**src/rtl/queue_param_fifo_1w_2r.sv**
```systemverilog
`default_nettype none
// ============================================================================
//  Module      : queue_param_fifo_1w_2r
//  Description : Parametrised circular FIFO with one write port and two
//                combinational read ports (head and head+1). Consumers may
//                retire 0, 1 or 2 entries per cycle. Tracks occupancy,
//                full/empty, supports flush, and keeps sticky overflow /
//                underflow error flags. Serves as the per-wavefront
//                instruction/operand buffer between fetch/decode and issue.
//  Revision    : 1.0 - initial release
// ----------------------------------------------------------------------------
//  Parameters
//    BITS   pointer width; SIZE must equal 2**BITS
//    SIZE   number of entries
//    WIDTH  bits per entry
//  Ports
//    clk            in   clock, all state updates on rising edge
//    rst            in   synchronous active-high reset
//    in_push        in   write request
//    in_push_data   in   data written at tail when the push is accepted
//    in_pop_cnt     in   entries to retire this cycle (0,1,2; 3 is illegal)
//    in_flush       in   discard all entries
//    out_rd_data0   out  entry at head, 0 when out_valid0 is low
//    out_rd_data1   out  entry at head+1, 0 when out_valid1 is low
//    out_valid0     out  at least one entry held
//    out_valid1     out  at least two entries held
//    out_count      out  occupancy, 0..SIZE
//    out_full       out  occupancy equals SIZE
//    out_empty      out  occupancy equals zero
//    out_overflow   out  sticky: a push was dropped
//    out_underflow  out  sticky: an illegal or insufficient pop was rejected
// ============================================================================
module queue_param_fifo_1w_2r #(
    parameter int BITS  = 2,
    parameter int SIZE  = 4,
    parameter int WIDTH = 32
) (
    input  logic              clk,
    input  logic              rst,
    input  logic              in_push,
    input  logic [WIDTH-1:0]  in_push_data,
    input  logic [1:0]        in_pop_cnt,
    input  logic              in_flush,
    output logic [WIDTH-1:0]  out_rd_data0,
    output logic [WIDTH-1:0]  out_rd_data1,
    output logic              out_valid0,
    output logic              out_valid1,
    output logic [BITS:0]     out_count,
    output logic              out_full,
    output logic              out_empty,
    output logic              out_overflow,
    output logic              out_underflow
);

    localparam logic [BITS:0]   c_SIZE  = (BITS+1)'(SIZE);
    localparam logic [BITS-1:0] c_ONE   = (BITS)'(1);

    // ------------------------------------------------------------------------
    // State
    // ------------------------------------------------------------------------
    logic [WIDTH-1:0] r_mem [SIZE];
    logic [BITS-1:0]  r_head;
    logic [BITS-1:0]  r_tail;
    logic [BITS:0]    r_count;
    logic             r_overflow;
    logic             r_underflow;

    // ------------------------------------------------------------------------
    // Accept/reject decisions, all taken against the count at cycle start
    // ------------------------------------------------------------------------
    logic [BITS:0]    w_pop_ext;
    logic             w_pop_ok;
    logic             w_pop_some;
    logic [BITS:0]    w_pop_acc;
    logic             w_push_acc;
    logic             w_push_rej;
    logic [BITS-1:0]  w_head1;

    always_comb begin
        w_pop_ext  = (BITS+1)'(in_pop_cnt);
        // A pop of 3 is never legal; otherwise it must fit in what is held.
        w_pop_ok   = (in_pop_cnt != 2'd3) && (w_pop_ext <= r_count);
        w_pop_some = w_pop_ok && (in_pop_cnt != 2'd0);
        w_pop_acc  = w_pop_ok ? w_pop_ext : '0;
        // A full queue can still take a push when a slot is freed this cycle.
        w_push_acc = in_push && ((r_count < c_SIZE) || w_pop_some);
        w_push_rej = in_push && !w_push_acc;
        w_head1    = r_head + c_ONE;
    end

    // ------------------------------------------------------------------------
    // Sequential update: rst > flush > pop/push
    // ------------------------------------------------------------------------
    always_ff @(posedge clk) begin
        if (rst) begin
            r_head      <= '0;
            r_tail      <= '0;
            r_count     <= '0;
            r_overflow  <= 1'b0;
            r_underflow <= 1'b0;
            for (int i = 0; i < SIZE; i++) begin
                r_mem[i] <= '0;
            end
        end else if (in_flush) begin
            // Storage and sticky flags are intentionally preserved.
            r_head  <= '0;
            r_tail  <= '0;
            r_count <= '0;
        end else begin
            if (!w_pop_ok) begin
                r_underflow <= 1'b1;
            end
            if (w_push_rej) begin
                r_overflow <= 1'b1;
            end
            if (w_push_acc) begin
                r_mem[r_tail] <= in_push_data;
                r_tail        <= r_tail + c_ONE;
            end
            // Truncation to BITS gives the modulo-SIZE wrap for free.
            r_head  <= r_head + w_pop_acc[BITS-1:0];
            r_count <= r_count + (BITS+1)'(w_push_acc) - w_pop_acc;
        end
    end

    // ------------------------------------------------------------------------
    // Outputs: purely from registered state, no write-to-read bypass
    // ------------------------------------------------------------------------
    always_comb begin
        out_valid0    = (r_count != '0);
        out_valid1    = (r_count > (BITS+1)'(1));
        out_rd_data0  = out_valid0 ? r_mem[r_head]  : '0;
        out_rd_data1  = out_valid1 ? r_mem[w_head1] : '0;
        out_count     = r_count;
        out_full      = (r_count == c_SIZE);
        out_empty     = (r_count == '0);
        out_overflow  = r_overflow;
        out_underflow = r_underflow;
    end

endmodule
`default_nettype wire

```
**config.mk**
```make
export PLATFORM = sky130hd
export DESIGN_NAME = queue_param_fifo_1w_2r
export DESIGN_NICKNAME = d
export VERILOG_FILES = /design/src/rtl/queue_param_fifo_1w_2r.sv
export SDC_FILE = /design/constraint.sdc
export NUM_CORES = 1
export LEC_CHECK = 0
export ABC_AREA = 1
export BUFFER_PORTS_ARGS = -buffer_cell sky130_fd_sc_hd__buf_2
export CAP_MARGIN = 20
export CORE_ASPECT_RATIO = 2
export CORE_MARGIN = 3
export CORE_UTILIZATION = 45
export DETAILED_ROUTE_END_ITERATION = 10
export PLACE_DENSITY = 0.65
export SLEW_MARGIN = 20
export SYNTH_ARGS = -nofsm -noshare
export SYNTH_HDL_FRONTEND = slang
export SYNTH_SLANG_ARGS = --single-unit
```
**constraint.sdc**
```tcl
create_clock -name clk -period 4.55 [get_ports clk]
set_input_delay 0.455 -clock clk [delete_from_list [all_inputs] [get_ports clk]]
set_output_delay 0.455 -clock clk [all_outputs]
set_load 0.005 [all_outputs]
```
* Yosys cells after proc, flatten, opt, wreduce, memory -nomap -nowiden
Memories as Yosys holds them, arrays and structs flattened. A register that Yosys moved wholly into a read port is not among the register bits. Cells that the tools add are included.
Storage, ports and cells: input port bits 38, memories 1, RAM bits 128, register bits 9, output and inout bits 73
Memories:
- r_mem | words 4, bits a word 32, read ports 2, clocked after memory_dff 1, write ports 4, RTL line 61 | logic [WIDTH-1:0] r_mem [SIZE];
Operators by class: add/subtract/negate cells 5, multiplexer cells 13, reduce and logical (&&, ||, !) cells 13, equality and inequality tests 2, bitwise operators 2, magnitude comparators 3
Operators with widths (count):
- $mux W32 | 3
- $reduce_or A32 Y1 | 1
- $mux W1 | 7
- $mux W2 | 3
- $add A2 B1 Y2 const B | 2
- $logic_and A1 B1 Y1 | 4
- $reduce_and A2 Y1 | 2
- $add A3 B1 Y3 | 1
- $eq A3 B3 Y1 const B | 1
- $gt A3 B1 Y1 const B | 1
- $le A2 B3 Y1 | 1
- $logic_not A3 Y1 | 1
- $lt A3 B3 Y1 const B | 1
- $reduce_bool A3 Y1 | 1
- $sub A3 B2 Y3 | 1
- $add A2 B2 Y2 | 1
- $ne A2 B2 Y1 const B | 1
- $not A1 Y1 | 2
- $reduce_bool A2 Y1 | 1
- $reduce_or A2 Y1 | 1
- $logic_not A1 Y1 | 1
- $logic_or A1 B1 Y1 | 1

* Depth between registers and ports, before layout
Gate-level depths: netlist of run 1.
word-level depth 11, mapped depth 16, mapped depth without buffers 16

* Least setup slack after synthesis of run 1
OpenSTA, ideal clock, no wires.
kind register to register, start point register r_count[1], in the netlist out_count[1], end point memory r_mem[0][0], enable pin, data required time 4.084 ns, data arrival time 3.593 ns, cell stages (with the launch flop) 10, path slack 0.492 ns, period minus slack after synthesis 4.058 ns, library setup time 0.466 ns, cell sequence dfxtp_1 inv_1 ha_1 nand2_1 nand2_1 nand2_1 nand3_2 nand2_4 nand4_4 o21ai_0
RTL lines:
- start, declared | RTL line 64 | logic [BITS:0] r_count;
- start signal, assigned | RTL line 122 | r_count <= r_count + (BITS+1)'(w_push_acc) - w_pop_acc;
- end, declared | RTL line 61

* Final worst setup path of run 1
start point register r_head[1], end point output port out_rd_data1[7]
Between the ends: word-level cells in the longest chain between the ends 3
RTL lines:
- start, declared | RTL line 62 | logic [BITS-1:0] r_head;
- start signal, assigned | RTL line 121 | r_head <= r_head + w_pop_acc[BITS-1:0];
- $add A2 B1 Y2 | RTL line 88 | w_head1 = r_head + c_ONE;
- $mem_v2 Z4 W32
- $mux W32 | RTL line 133 | out_rd_data1 = out_valid1 ? r_mem[w_head1] : '0;
- end, declared | RTL line 45 | output logic [WIDTH-1:0] out_rd_data1,
No other way between the ends.

==> results of run 1 <==
## cell families (layout without fill, tap and decap cells)
family / Yosys count / after routing / synth area share (%)
xor gates and xnor gates: 4 / 4 / 0.457
DFF: 137 / 137 / 52.4
and+or+nand+nor: 385 / 385 / 24.7
adders and majority gates: 7 / 7 / 1.24
AOI/OAI and AO/OA: 170 / 170 / 12.7
buffers and inverters: 149 / 242 / 8.48
## layout make-up
class	instances	area, sq um
multi-input cells	566	3040
flip-flops and latches	137	4030
fillers	1569	7870
clock inverters	13	154
well taps	207	259
inverters	87	327
repair buffers	123	656
clock buffers	19	433
## cells in the final DEF (no fill, tap or decap), types with 2 or more instances in the layout
cell and count:
buf_2 110, bufinv_16 3, nand4_4 2, edfxtp_1 128
o211ai_1 31, clkbuf_16 17, nor3_1 5, clkinv_1 4
buf_4 12, nor2_1 139, dfxtp_2 2, inv_1 84
nor2_4 3, nand2_2 2, clkbuf_1 2, a22oi_1 3
nand3_1 3, xor2_1 3, ha_1 6, dfxtp_1 6
a31oi_1 29, o21ai_0 67, nor3_2 57, clkinvlp_4 4
a21oi_1 38, nand2_1 167, clkinv_4 2, inv_2 2
## worst reg2reg max path, delay by kind of cell, from the launching register on
kind	cells	cell delay, ps
buffers and inverters	1	80
and+or+nand+nor	7	1860
adders and majority gates	1	290
DFF	1	500
## layer usage
layer	global-route usage, %	up-vias
met1	24.0	3016
met3	3.88	55
met4	11.6	0
li1	-	3035
met5	0	-
met2	44.7	199
## flip-flops by register name, summed over array words and instances (netlist names)
signal	flops
out_overflow	1
out_underflow	1
out_count	3
r_head	2
r_tail	2
r_mem	128
## stage by stage
stage	util [%]	setup WS, ps	area (sq um)	power [mW]	hold slack [ps]
after floorplan	-	492	7670	1.93	452
after global placement	49.5	1400	8290	2.21	461
after detailed placement	49.5	1400	8290	2.22	448
after CTS	53.0	1370	8880	3.58	360
after global routing	53.1	1170	8900	3.74	376
final	53.1	1370	8900	3.58	374
## power by group through the flow
stage / Combinational, mW / Clock [mW] / Sequential, mW
floorplan: 0.420 / 0 / 1.51
finish: 0.690 / 1.38 / 1.51
global route: 0.773 / 1.45 / 1.52
CTS: 0.691 / 1.38 / 1.51
detailed placement: 0.689 / 0 / 1.53
global placement: 0.681 / 0 / 1.53
## path summary, 6_finish.rpt
check | startpoint | end | slack, ps | cells after the start
hold / removal | rst | r_tail[0] | 370 | 4
setup / recovery | r_head[1] | out_rd_data1[7] | 1370 | 6
hold reg to reg | out_underflow | out_underflow | 460 | 2
setup reg to reg | out_count[1] | r_mem[1][22] | 1420 | 9
==> qor.csv, run 1 <==
metric;value;unit
Max Freq;0.315;GHz
share of the synthesized area in the top cell type;50.1;%
clock share of power;38.6;%
top cells by count, synth;nand2_1, nor2_1, edfxtp_1;
cell row count;67;
largest net degree at the start of global routing;85;
register area share after synthesis;52.4;%
Num CTS Buffers;17;
DRC;0;
critical-path maximum fanout;26;
number of global-route vias before repair;6362;
#FFs+latches synth;137;
worst vdd rail ir drop;0.288;mV
htree depth;4;
crit path launch type;flip-flop;
Reg power frac;42.2;%
worst path cell trace;nand2_1, inv_1, buf_4, nand2_1, a31oi_1, buf_2;
Sw Ratio;29.2;%
sum of negative setup slack;0;ps
dominant cell type by area after synthesis;edfxtp_1;
Syn Inst Count;852;
Synth cell types;32;
Met3 Routed Length;1060;um
Vias;6305;
Hold-fix buffers, CTS;0;
initial antenna violation count;0;
max-slew violation count;0;
Comb power frac;19.3;%
Crit path arrival time;2720;ps
clock transition at the registers of the reported paths;60;ps
Sw Pwr;1.04;mW
critical path capture point type;output pin;
DR iter-0 viols;377;
max capacitance violation total;0;
wl on met1;7530;um
DP Wirelength;12900;um
fraction of layout cells with a size suffix above 1;23.9;%
drt pass-1 iters;5;
worst hold path class;primary input to flip-flop;
Layout Cells excl Fill;1152;
final hold vios;0;
fin crit period;3180;ps
Cells after DPL;1119;
Clock Tree Root;clkbuf_16;
critical path's largest stage delay;720;ps
Antenna diodes;0;
IO buf count;110;
number of setup buffers added after CTS;0;
synth top area cells;edfxtp_1, nand2_1, nor3_2;
skew final;4.47;ps
CTS Buffer Depth;2;
synthesized net count;897;
Synth warnings;0;
Cell Pwr Density;402;nW/um^2
Area Overhead vs Synth;15.9;%
later-pin clock latency in the skew report;420;ps
Total Wirelength;21200;um
Die Span Y;191;um
ratio of final minimum period to clock period;69.8;%
most frequent cell after synthesis;nand2_1;
CTS tree;yes;
routed wire length per instance;18.4;um
Internal;2.54;mW
starting density of the core;45.8;%
static leakage;3.61;nW
IO Count;111;
Final nets;977;
first-pass GRT wire length;33400;um
ys flop type;edfxtp_1;
syn_area_per_cell;9.01;sq um
CP top delay family;buffers and inverters;
buffer and inverter count on the worst path;3;
Core Area;16800;sq um
DR WL met2;11800;um
clk sinks;137;
RSZ-0062 raised after global routing;no;
Global Route Usage Sum;23.4;%
ys async rst share;0;%
Worst-Margin Slew;1030;ps
relative slew slack;31.0;%
final global-route overflow total;0;
WP data required;4090;ps
post_cts resized;0;
die area;18800;sq um
status;completed;
antenna viol nets, final;0;
die width;98.3;um
Setup Viol. Count Final;0;
top sig layer;met4;
CP Class;flip-flop to output pin;
highest-delay cell along the critical path;dfxtp_2;
Mapped Area;7670;sq um
GPL Wtd Cong;0.812;
number of synthesized flops with an enable pin;128;
CP dominant cell by count;nand2_1;
via/cell ratio;5.47;
Power figures use the tool's default switching activity.
==> inputs of run 2 (changes only) <==
==> constraint.sdc (replaced) <==
create_clock -name clk -period 3.1 [get_ports clk]
set_input_delay 0.31 -clock clk [delete_from_list [all_inputs] [get_ports clk]]
set_output_delay 0.31 -clock clk [all_outputs]
set_load 0.005 [all_outputs]
==> run 2 against run 1 <==
Against the previous run: setup slack got worse by 1100 ps; worst hold slack got worse by 140 ps; first-iteration DRC count rose by 0.80%; critical path type is now flip-flop to flip-flop; critical endpoint is now out_count[2].
==> qor.csv, run 2 (synthesis gave the netlist of run 1 again) <==
metric;value;unit;change
status;completed;;
post_cts resized;0;;unchanged
Final Util;53.6;%;+0.57 points
final hold vios;0;;unchanged
relative slew slack;39.2;%;+8.1 points
Cells after DPL;1134;;+1.3%
Core Area;16800;sq um;unchanged
ratio of final minimum period to clock period;91.0;%;
fraction of layout cells with a size suffix above 1;25.2;%;+1.2 points
static leakage;3.67;nW;+1.5%
most common cell after layout, fill and taps aside;nand2_1;;
DP Wirelength;14300;um;+10%
met3 usage;3.92;%;+0.037 points
fin crit period;2820;ps;
crit path launch type;flip-flop;;
Total Wirelength;21500;um;+1.1%
GR Layer Usage met1;23.5;%;-0.50 points
number of setup buffers added after CTS;0;;unchanged
Cell Pwr Density;568;nW/um^2;+41%
CTS Buffer Depth;2;;unchanged
CTS tree;yes;;
DR iter-0 viols;380;;+0.80%
starting density of the core;45.8;%;unchanged
Hold-fix buffers, CTS;0;;unchanged
Hold WS;235;ps;-138 ps
largest net degree at the start of global routing;70;;-18%
area post-placement;8460;sq um;+2.0%
Setup Viol. Count Final;0;;unchanged
Total Power;5.11;mW;+43%
Final nets;991;;+1.4%
GR Util met2;44.6;%;-0.10 points
max-slew violation count;0;;unchanged
worst vdd rail ir drop;0.369;mV;+28%
skew final;4.65;ps;+0.177 ps
initial antenna violation count;0;;unchanged
Final Cell Area;8990;sq um;+1.1%
Die Span Y;191;um;unchanged
Largest register FFs;128;;unchanged
via/cell ratio;5.51;;+0.64%
setup ws final;279;ps;-1090 ps
Worst-Margin Slew;911;ps;-121 ps
later-pin clock latency in the skew report;420;ps;about the same
Largest Register;r_mem;;
Max Freq;0.354;GHz;
Crit path arrival time;3140;ps;+420 ps
critical-path maximum fanout;8;;-69%
sum of negative setup slack;0;ps;unchanged
die width;98.3;um;unchanged
IO Count;111;;unchanged
WP data required;3420;ps;-670 ps
DRC;0;;unchanged
cell row count;67;;unchanged
clk sinks;137;;unchanged
worst hold path class;primary input to flip-flop;;
busiest grt layer;met2;;
pre-CTS setup slack;286;ps;-1120 ps
CP Class;flip-flop to flip-flop;;
Num CTS Buffers;17;;unchanged
Fillers;1579;;+0.64%
RSZ-0062 raised after global routing;no;;
clock transition at the registers of the reported paths;60;ps;about the same
critical path capture point type;flip-flop;;
routed wire length per instance;18.4;um;about the same
Layout Cells excl Fill;1165;;+1.1%
Vias;6417;;+1.8%
IO buf count;110;;unchanged
die area;18800;sq um;unchanged
drt pass-1 iters;5;;unchanged
Area Overhead vs Synth;17.2;%;
GPL Wtd Cong;0.804;;-1.0%
Clock Tree Root;clkbuf_16;;
Global Route Usage Sum;22.9;%;-0.47 points
Antenna diodes;0;;unchanged
final global-route overflow total;0;;unchanged
antenna viol nets, final;0;;unchanged
htree depth;4;;unchanged
max capacitance violation total;0;;unchanged
number of global-route vias before repair;6376;;+0.22%
most frequent cells in the layout;nand2_1, nor2_1, edfxtp_1, buf_2, inv_1;;
first-pass GRT wire length;33000;um;-1.3%
==> run 2: final cells by class <==
cell class                      count  area, sq um  share of cell area [%]
Timing Repair Buffer              137          803                    8.93
Inverter                           87          327                    3.63
Sequential cell                   137         4030                    44.8
Clock inverter                     13          106                    1.18
Clock buffer                       18          429                    4.77
Multi-Input combinational cell    566         3040                    33.8
Tap cell                          207          259                    2.88
==> run 2: path summary, 6_finish.rpt <==
check / start / endpoint / slack [ps] / cells past startpoint
worst max-delay path: out_count[1] / out_count[2] / 280 / 15
worst min-delay path: rst / r_tail[0] / 240 / 4
worst max register to register: out_count[1] / out_count[2] / 280 / 15
worst min register to register: out_overflow / out_overflow / 480 / 2
==> run 2: layer usage <==
metal  up-vias  wire length (um)
met4         0               585
met1      3099              7470
met3        39              1130
li1       3057                 -
met5         -                 0
met2       222             12300
==> run 2: where the power goes <==
| part | switching (mW) | internal, mW |
|---|---|---|
| logic | 0.690 | 0.348 |
| registers | 0.0697 | 2.14 |
| clock network | 0.776 | 1.09 |
| total | 1.54 | 3.57 |
==> run 2: critical path: stages, from the launching register on <==
cell,delay (ps)
dfxtp_1,510
inv_1,80
ha_1,290
nand2_1,70
nand2_1,50
nand2_1,70
nand3_2,80
nand2_4,150
nand2_1,100
ha_1,300
inv_1,40
ha_1,180
fa_1,380
xnor2_1,200
xor2_1,160
nor2_1,50
